File: config.mk
export PLATFORM = sky130hd
export DESIGN_NAME = irq_sequencer
export DESIGN_NICKNAME = d
export VERILOG_FILES = /design/src/rtl/irq_sequencer.sv
export SDC_FILE = /design/constraint.sdc
export NUM_CORES = 1
export LEC_CHECK = 0
export BUFFER_PORTS_ARGS = -buffer_cell sky130_fd_sc_hd__buf_4
export CORE_AREA = 2 2 46 48
export DETAILED_ROUTE_END_ITERATION = 10
export DIE_AREA = 0 0 48 50
export PLACE_DENSITY = 0.7
export SLEW_MARGIN = 25
export SYNTH_ARGS = -nofsm -noshare
export SYNTH_HDL_FRONTEND = slang
export SYNTH_SLANG_ARGS = --single-unit
File: constraint.sdc
create_clock -name clk -period 1.07 [get_ports clk]
set_input_delay 0.107 -clock clk [delete_from_list [all_inputs] [get_ports clk]]
set_output_delay 0.107 -clock clk [all_outputs]
set_load 0.02 [all_outputs]
File: src/rtl/irq_sequencer.sv
// irq_sequencer: edge-detecting, masked, fixed-priority interrupt front-end with ExtIRQ/ExtlAck/ERET handshake.
// Define IRQ_DROPCNT_EN to build the saturating lost-edge counter on drop_cnt.
module irq_sequencer #(
  parameter int N_IRQ = 4,
  parameter int ID_W  = 2
) (
  input  logic             clk,
  input  logic             reset,
  input  logic [N_IRQ-1:0] irq_i,
  input  logic             mask_we,
  input  logic [N_IRQ-1:0] mask_wdata,
  input  logic             ExtlAck,
  input  logic             ERet,
  output logic             ExtIRQ,
  output logic [ID_W-1:0]  irq_id,
  output logic             in_service,
  output logic [N_IRQ-1:0] pending_o,
  output logic [N_IRQ-1:0] mask_o,
  output logic             spurious_eret,
  output logic [7:0]       drop_cnt
);
  typedef enum logic [1:0] {IDLE, REQ, SERVICE, RETIRE} state_t;
  state_t state, state_nx;
  logic [N_IRQ-1:0] pending, irq_prev, mask, rise, eligible, clr;
  logic [ID_W-1:0] winner;
  logic ack;
  assign rise     = irq_i & ~irq_prev;
  assign eligible = pending & mask;
  assign ack      = state == REQ && ExtlAck;
  assign clr      = ack ? N_IRQ'(1) << irq_id : '0;
  // scanning downward leaves the lowest eligible index as the winner
  always_comb begin
    winner = '0;
    for (int k = N_IRQ - 1; k >= 0; k--)
      if (eligible[k]) winner = ID_W'(k);
  end
  always_comb begin
    state_nx = state;
    case (state)
      IDLE:    state_nx = |eligible ? REQ : IDLE;
      REQ:     state_nx = ExtlAck ? SERVICE : REQ;
      SERVICE: state_nx = ERet ? RETIRE : SERVICE;
      default: state_nx = IDLE;
    endcase
  end
  always_ff @(posedge clk) begin
    if (!reset) begin
      state         <= IDLE;
      pending       <= '0;
      irq_prev      <= '0;
      mask          <= '1;
      irq_id        <= '0;
      spurious_eret <= 1'b0;
    end else begin
      state         <= state_nx;
      pending       <= (pending & ~clr) | rise;
      irq_prev      <= irq_i;
      mask          <= mask_we ? mask_wdata : mask;
      irq_id        <= (state == IDLE && |eligible) ? winner : irq_id;
      spurious_eret <= spurious_eret | (ERet && state != SERVICE);
    end
  end
  assign ExtIRQ     = state == REQ;
  assign in_service = state == SERVICE;
  assign pending_o  = pending;
  assign mask_o     = mask;
`ifdef IRQ_DROPCNT_EN
  logic [N_IRQ-1:0] lost;
  logic [8:0] sum;
  assign lost = rise & pending & ~clr;
  always_comb begin
    sum = {1'b0, drop_cnt};
    for (int k = 0; k < N_IRQ; k++) sum = sum + 9'(lost[k]);
  end
  always_ff @(posedge clk) begin
    if (!reset) drop_cnt <= 8'h00;
    else drop_cnt <= sum[8] ? 8'hFF : sum[7:0];
  end
`else
  assign drop_cnt = 8'h00;
`endif
endmodule
* Word-level counts from Yosys, hierarchy flattened
Index checks and enable logic that the tools add are counted.
W data, S select, Z words.
** Storage, ports and cells
- Output and inout bits :: 21
- Register bits :: 17
- Input bits :: 13
- Word-level logic and storage cells :: 31
** Operators by class
- Reductions and logical operators :: 5
- Muxes and demuxes :: 9
- Bitwise operators :: 7
- Shifts and indexed selects :: 1
- Equal/unequal tests :: 3
** Operator list (count)
- $and A4 B4 Y4 :: 3
- $mux W2 :: 5
- $not A4 Y4 :: 2
- $pmux W2 S3 :: 1
- $mux W4 :: 1
- $or A4 B4 Y4 :: 1
- $reduce_or A4 Y1 :: 1
- $shl A1 B2 Y4 const A :: 1
- $logic_and A1 B1 Y1 :: 3
- $eq A2 B1 Y1 const B :: 1
- $eq A2 B2 Y1 const B :: 1
- $logic_not A2 Y1 :: 1
- $mux W1 :: 2
- $ne A2 B2 Y1 const B :: 1
- $or A1 B1 Y1 :: 1

* Longest topological paths before layout
- Depth after elaboration :: 6
- Depth in mapped cells :: 4
- Gate-level depth less buffers :: 4

* Worst setup path before layout
No wires, ideal clock.
- Path kind :: register to register
- Start point :: register state[0]
- End point :: register state[0]
- Library setup time :: 122 ps
- Period minus slack after synthesis :: 1235 ps
- Stages on the path, launching flop included :: 5
- Buffers on the path :: 0
- Required time :: 948 ps
- Arrival time :: 1114 ps
- Slack :: -165 ps
- Cell sequence :: dfxtp_1 > nand2b_2 > inv_2 > a22o_1 > o311a_1
** On the way
- Longest elaborated chain between the ends :: 2
- Elaborated cells between the ends (all ways) :: 4
- Classes of those cells :: eq/ne: 2; mux: 1; reduce/logical: 1
** RTL lines
- start: declaration :: RTL line 23 : state_t state, state_nx;
- start signal: assignment :: RTL line 55 : state <= state_nx;
- $eq A2 B2 Y1
- named net in_service :: RTL line 16 : output logic in_service,
- $pmux W2 S3 :: RTL line 39 : case (state)
The timed path passes the listed nets, and every way through them passes these cells.
A chain may end at the register's enable or synchronous reset.

* Final worst setup path
- Start point :: register state[0]
- End point :: output port in_service
** On the way
- Longest elaborated chain between the ends :: 1
** RTL lines
- $eq A2 B2 Y1 :: RTL line 64 : assign in_service = state == SERVICE;
- end: declaration :: RTL line 16
No other way between the ends.

==> results.ini <==
[clock_network]
hold_buffers=0
clk_pin_slew_worst_paths_ps=100
post_cts_buffers=0
cts_root_buf=clkbuf_4
cts_tree=done
cts_max_path_buffers=2
clock-sinks=17
htree_num_levels=1
numCtsBuffers=3
clk_latency_ps=290

[timing]
worst_slack_ps=-76.73
hold_viol_final=0
setup_viol=6
slew_violations=0
fin_crit_ps=1147
post-route-period-util_pct=107.2
clock.fmax_mhz=872.0
finClkSkew_ps=5.160
rsz0062_at_grt=true

[route]
wl_per_cell_um=10.22
avgViaCountPerCell=4.556
drt_iter0_markers=9
vias=647
first_pass_iters=4
drc=0
antenna_left=0
routed_wl_um=1451

[final_layout]
nets=129
final_cell_area_sq_um=1032
layout_common_cells=buf_4, dfxtp_1, nand2_1
fill_cells=183
layout.cells.non_filler=142
layout-drive-gt1-share_pct=40.00
area_growth_pct=43.98
n_antenna_cell=0
layout_commonest_cell=buf_4

[worst_setup_path]
path_max_fanout=5
reg2regPathDepth=4
cpMostUsedCell=buf_6
critical_path.max_stage_delay_ps=370
cp.required_ps=960
crit_path_start_kind=register
crit_path_end_kind=output pin
setup.worst_path.start=state[0]$_SDFF_PN0_
r2r_setup_slack_ps=-60
r2r_end=state[0]$_SDFF_PN0_
crit_chain=nand2b_4 > inv_4 > buf_6 > buf_6
critical-path-slowest-cell=dfxtp_4
cp-endpoint=in_service
path_class=reg -> out
r2r-start=state[0]$_SDFF_PN0_
arrival_ps=1040

[die]
rows=16
io_pins=34
dieArea_sq_um=2400
fp.dieW_um=48
core_area_sq_um=1902
initial_utilization_pct=37.70
die_h_um=50

[synth]
yosys_warnings=0
syn_inst=81
synth_top_cell_area_share_pct=47.47
synthDistinctLibCells=27
ys_seq_area_share_pct=47.47
synth_top_area_cell=dfxtp_1
synth.area.top_cells=dfxtp_1, buf_4, nand2_1, mux2i_1, inv_1
synth.avg_cell_area_sq_um=8.851
ys_ff_latch=17
synth.cell_area_sq_um=716.9

[global_routing]
grt_antenna_before_repair=0
grt_remaining_overflow=0
grt_pass1_wl_um=2283
grt_max_degree=18
grt_pass1_vias=573
grt.total_usage_pct=13.51

[run]
cap_violations=0

[placement]
gp_routability_congestion=0.7559
place_area_sq_um=974.7
port_buffers=25
dp_hpwl_um=1128
dp.cells=138

[power_and_ir_drop]
clkPwrFrac_pct=20.7
irDropWorstVdd_v=0.0008652
combPwrFrac_pct=31.4
p_per_area_nw_per_um2=1534
internal_power_uw=1099
p_leak_uw=0.0005205
seq_power_share_pct=47.9
total_power_uw=1584
swShare_pct=30.63
p_switching_uw=485.1

[outcome]
status=finished with violations
failed_checks=negative setup slack

[worst_hold_path]
hp-class=in -> reg

synth_stat cells (all sizes together):
| cell type | n |
|---|---|
| clkbuf | 2 |
| inv | 8 |
| mux2i | 4 |
| nor2 | 1 |
| o311a | 1 |
| o22ai | 1 |
| o21ai | 5 |
| a22o | 1 |
| dfxtp | 17 |
| nand3b | 1 |
| nor2b | 2 |
| o211ai | 1 |
| nand2 | 13 |
| or2 | 1 |
| nor3 | 1 |
| buf | 9 |
| and3b | 1 |
| a22oi | 1 |
| o311ai | 3 |
| a21boi | 1 |
| nand2b | 1 |
| o21bai | 1 |
| a21oi | 3 |
| conb | 1 |
| a21o | 1 |
critical path, delay by kind of cell (launching register included):
family / cells / cell delay, ps
buffers and inverters: 3 / 250
flip-flops: 1 / 370
AND/OR/NAND/NOR: 1 / 140
final cells by class:
class                           count  area [sq um]  area share [%]
Timing Repair Buffer               34         270.3           26.18
Multi-Input combinational cell     52         319.1           30.91
Clock inverter                      1         5.005          0.4848
Sequential cell                    17         349.1           33.82
Inverter                            8         32.53           3.152
Tap cell                           27         33.78           3.273
Clock buffer                        3         22.52           2.182
metal layers:
metal	GRT usage (%)	up-vias	wire [um]
met3	6.960	2	142
li1	-	326	-
met4	5.405	0	19
met1	16.48	285	613
met2	19.56	34	675
met5	0	-	0
metrics by stage:
stage               setup TNS (ps)  utilization [%]  setup WS [ps]  hold slack [ps]
floorplan                   -40.76                -         -40.76            213.6
global placement            -169.7            51.25         -50.82            306.3
detailed placement          -327.7            51.25         -109.0            309.7
CTS                         -342.2            53.68         -95.82            6.956
global route                -638.1            54.28         -120.7            8.219
finish                      -202.3            54.28         -76.73            14.78
worst min path at each step:
stage                   from                      to  slack, ps  cells past startpoint
CTS                 irq_i[0]  irq_prev[0]$_SDFF_PN0_          7                      3
global route        irq_i[0]  irq_prev[0]$_SDFF_PN0_          8                      3
global placement    irq_i[1]  irq_prev[1]$_SDFF_PN0_        310                      3
floorplan           irq_i[0]  irq_prev[0]$_SDFF_PN0_        210                      2
finish              irq_i[1]  irq_prev[1]$_SDFF_PN0_         10                      3
detailed placement  irq_i[0]  irq_prev[0]$_SDFF_PN0_        310                      3
logic make-up after synthesis:
| logic type | count (synthesis) | share of synthesized area, % |
|---|---|---|
| flops | 17 | 47.47 |
| other cells | 1 | 0.5231 |
| mux | 4 | 5.585 |
| buf+inv | 19 | 14.31 |
| compound gates | 19 | 17.98 |
| simple gates | 21 | 14.14 |
power by group through the flow:
stage / clock network (uW) / registers (uW) / logic (uW)
floorplan: 0 / 811 / 233
global placement: 0 / 766 / 457
detailed placement: 0 / 765 / 464
CTS: 347 / 755 / 489
global route: 374 / 769 / 542
finish: 328 / 759 / 497
flip-flops by register name (all words and copies together) (netlist names):
signal and flops:
irq_prev 4, mask_o 4, pending_o 4, irq_id 2, state 2, spurious_eret 1
what timing repair did:
item / CTS / global route
pin swaps: 2 / 2
setup endpoints to repair: 7 / 8
endpoints found under the hold margin: 0 / 0
gates resized for setup: 12 / 3
(Power assumes the default switching activity.)
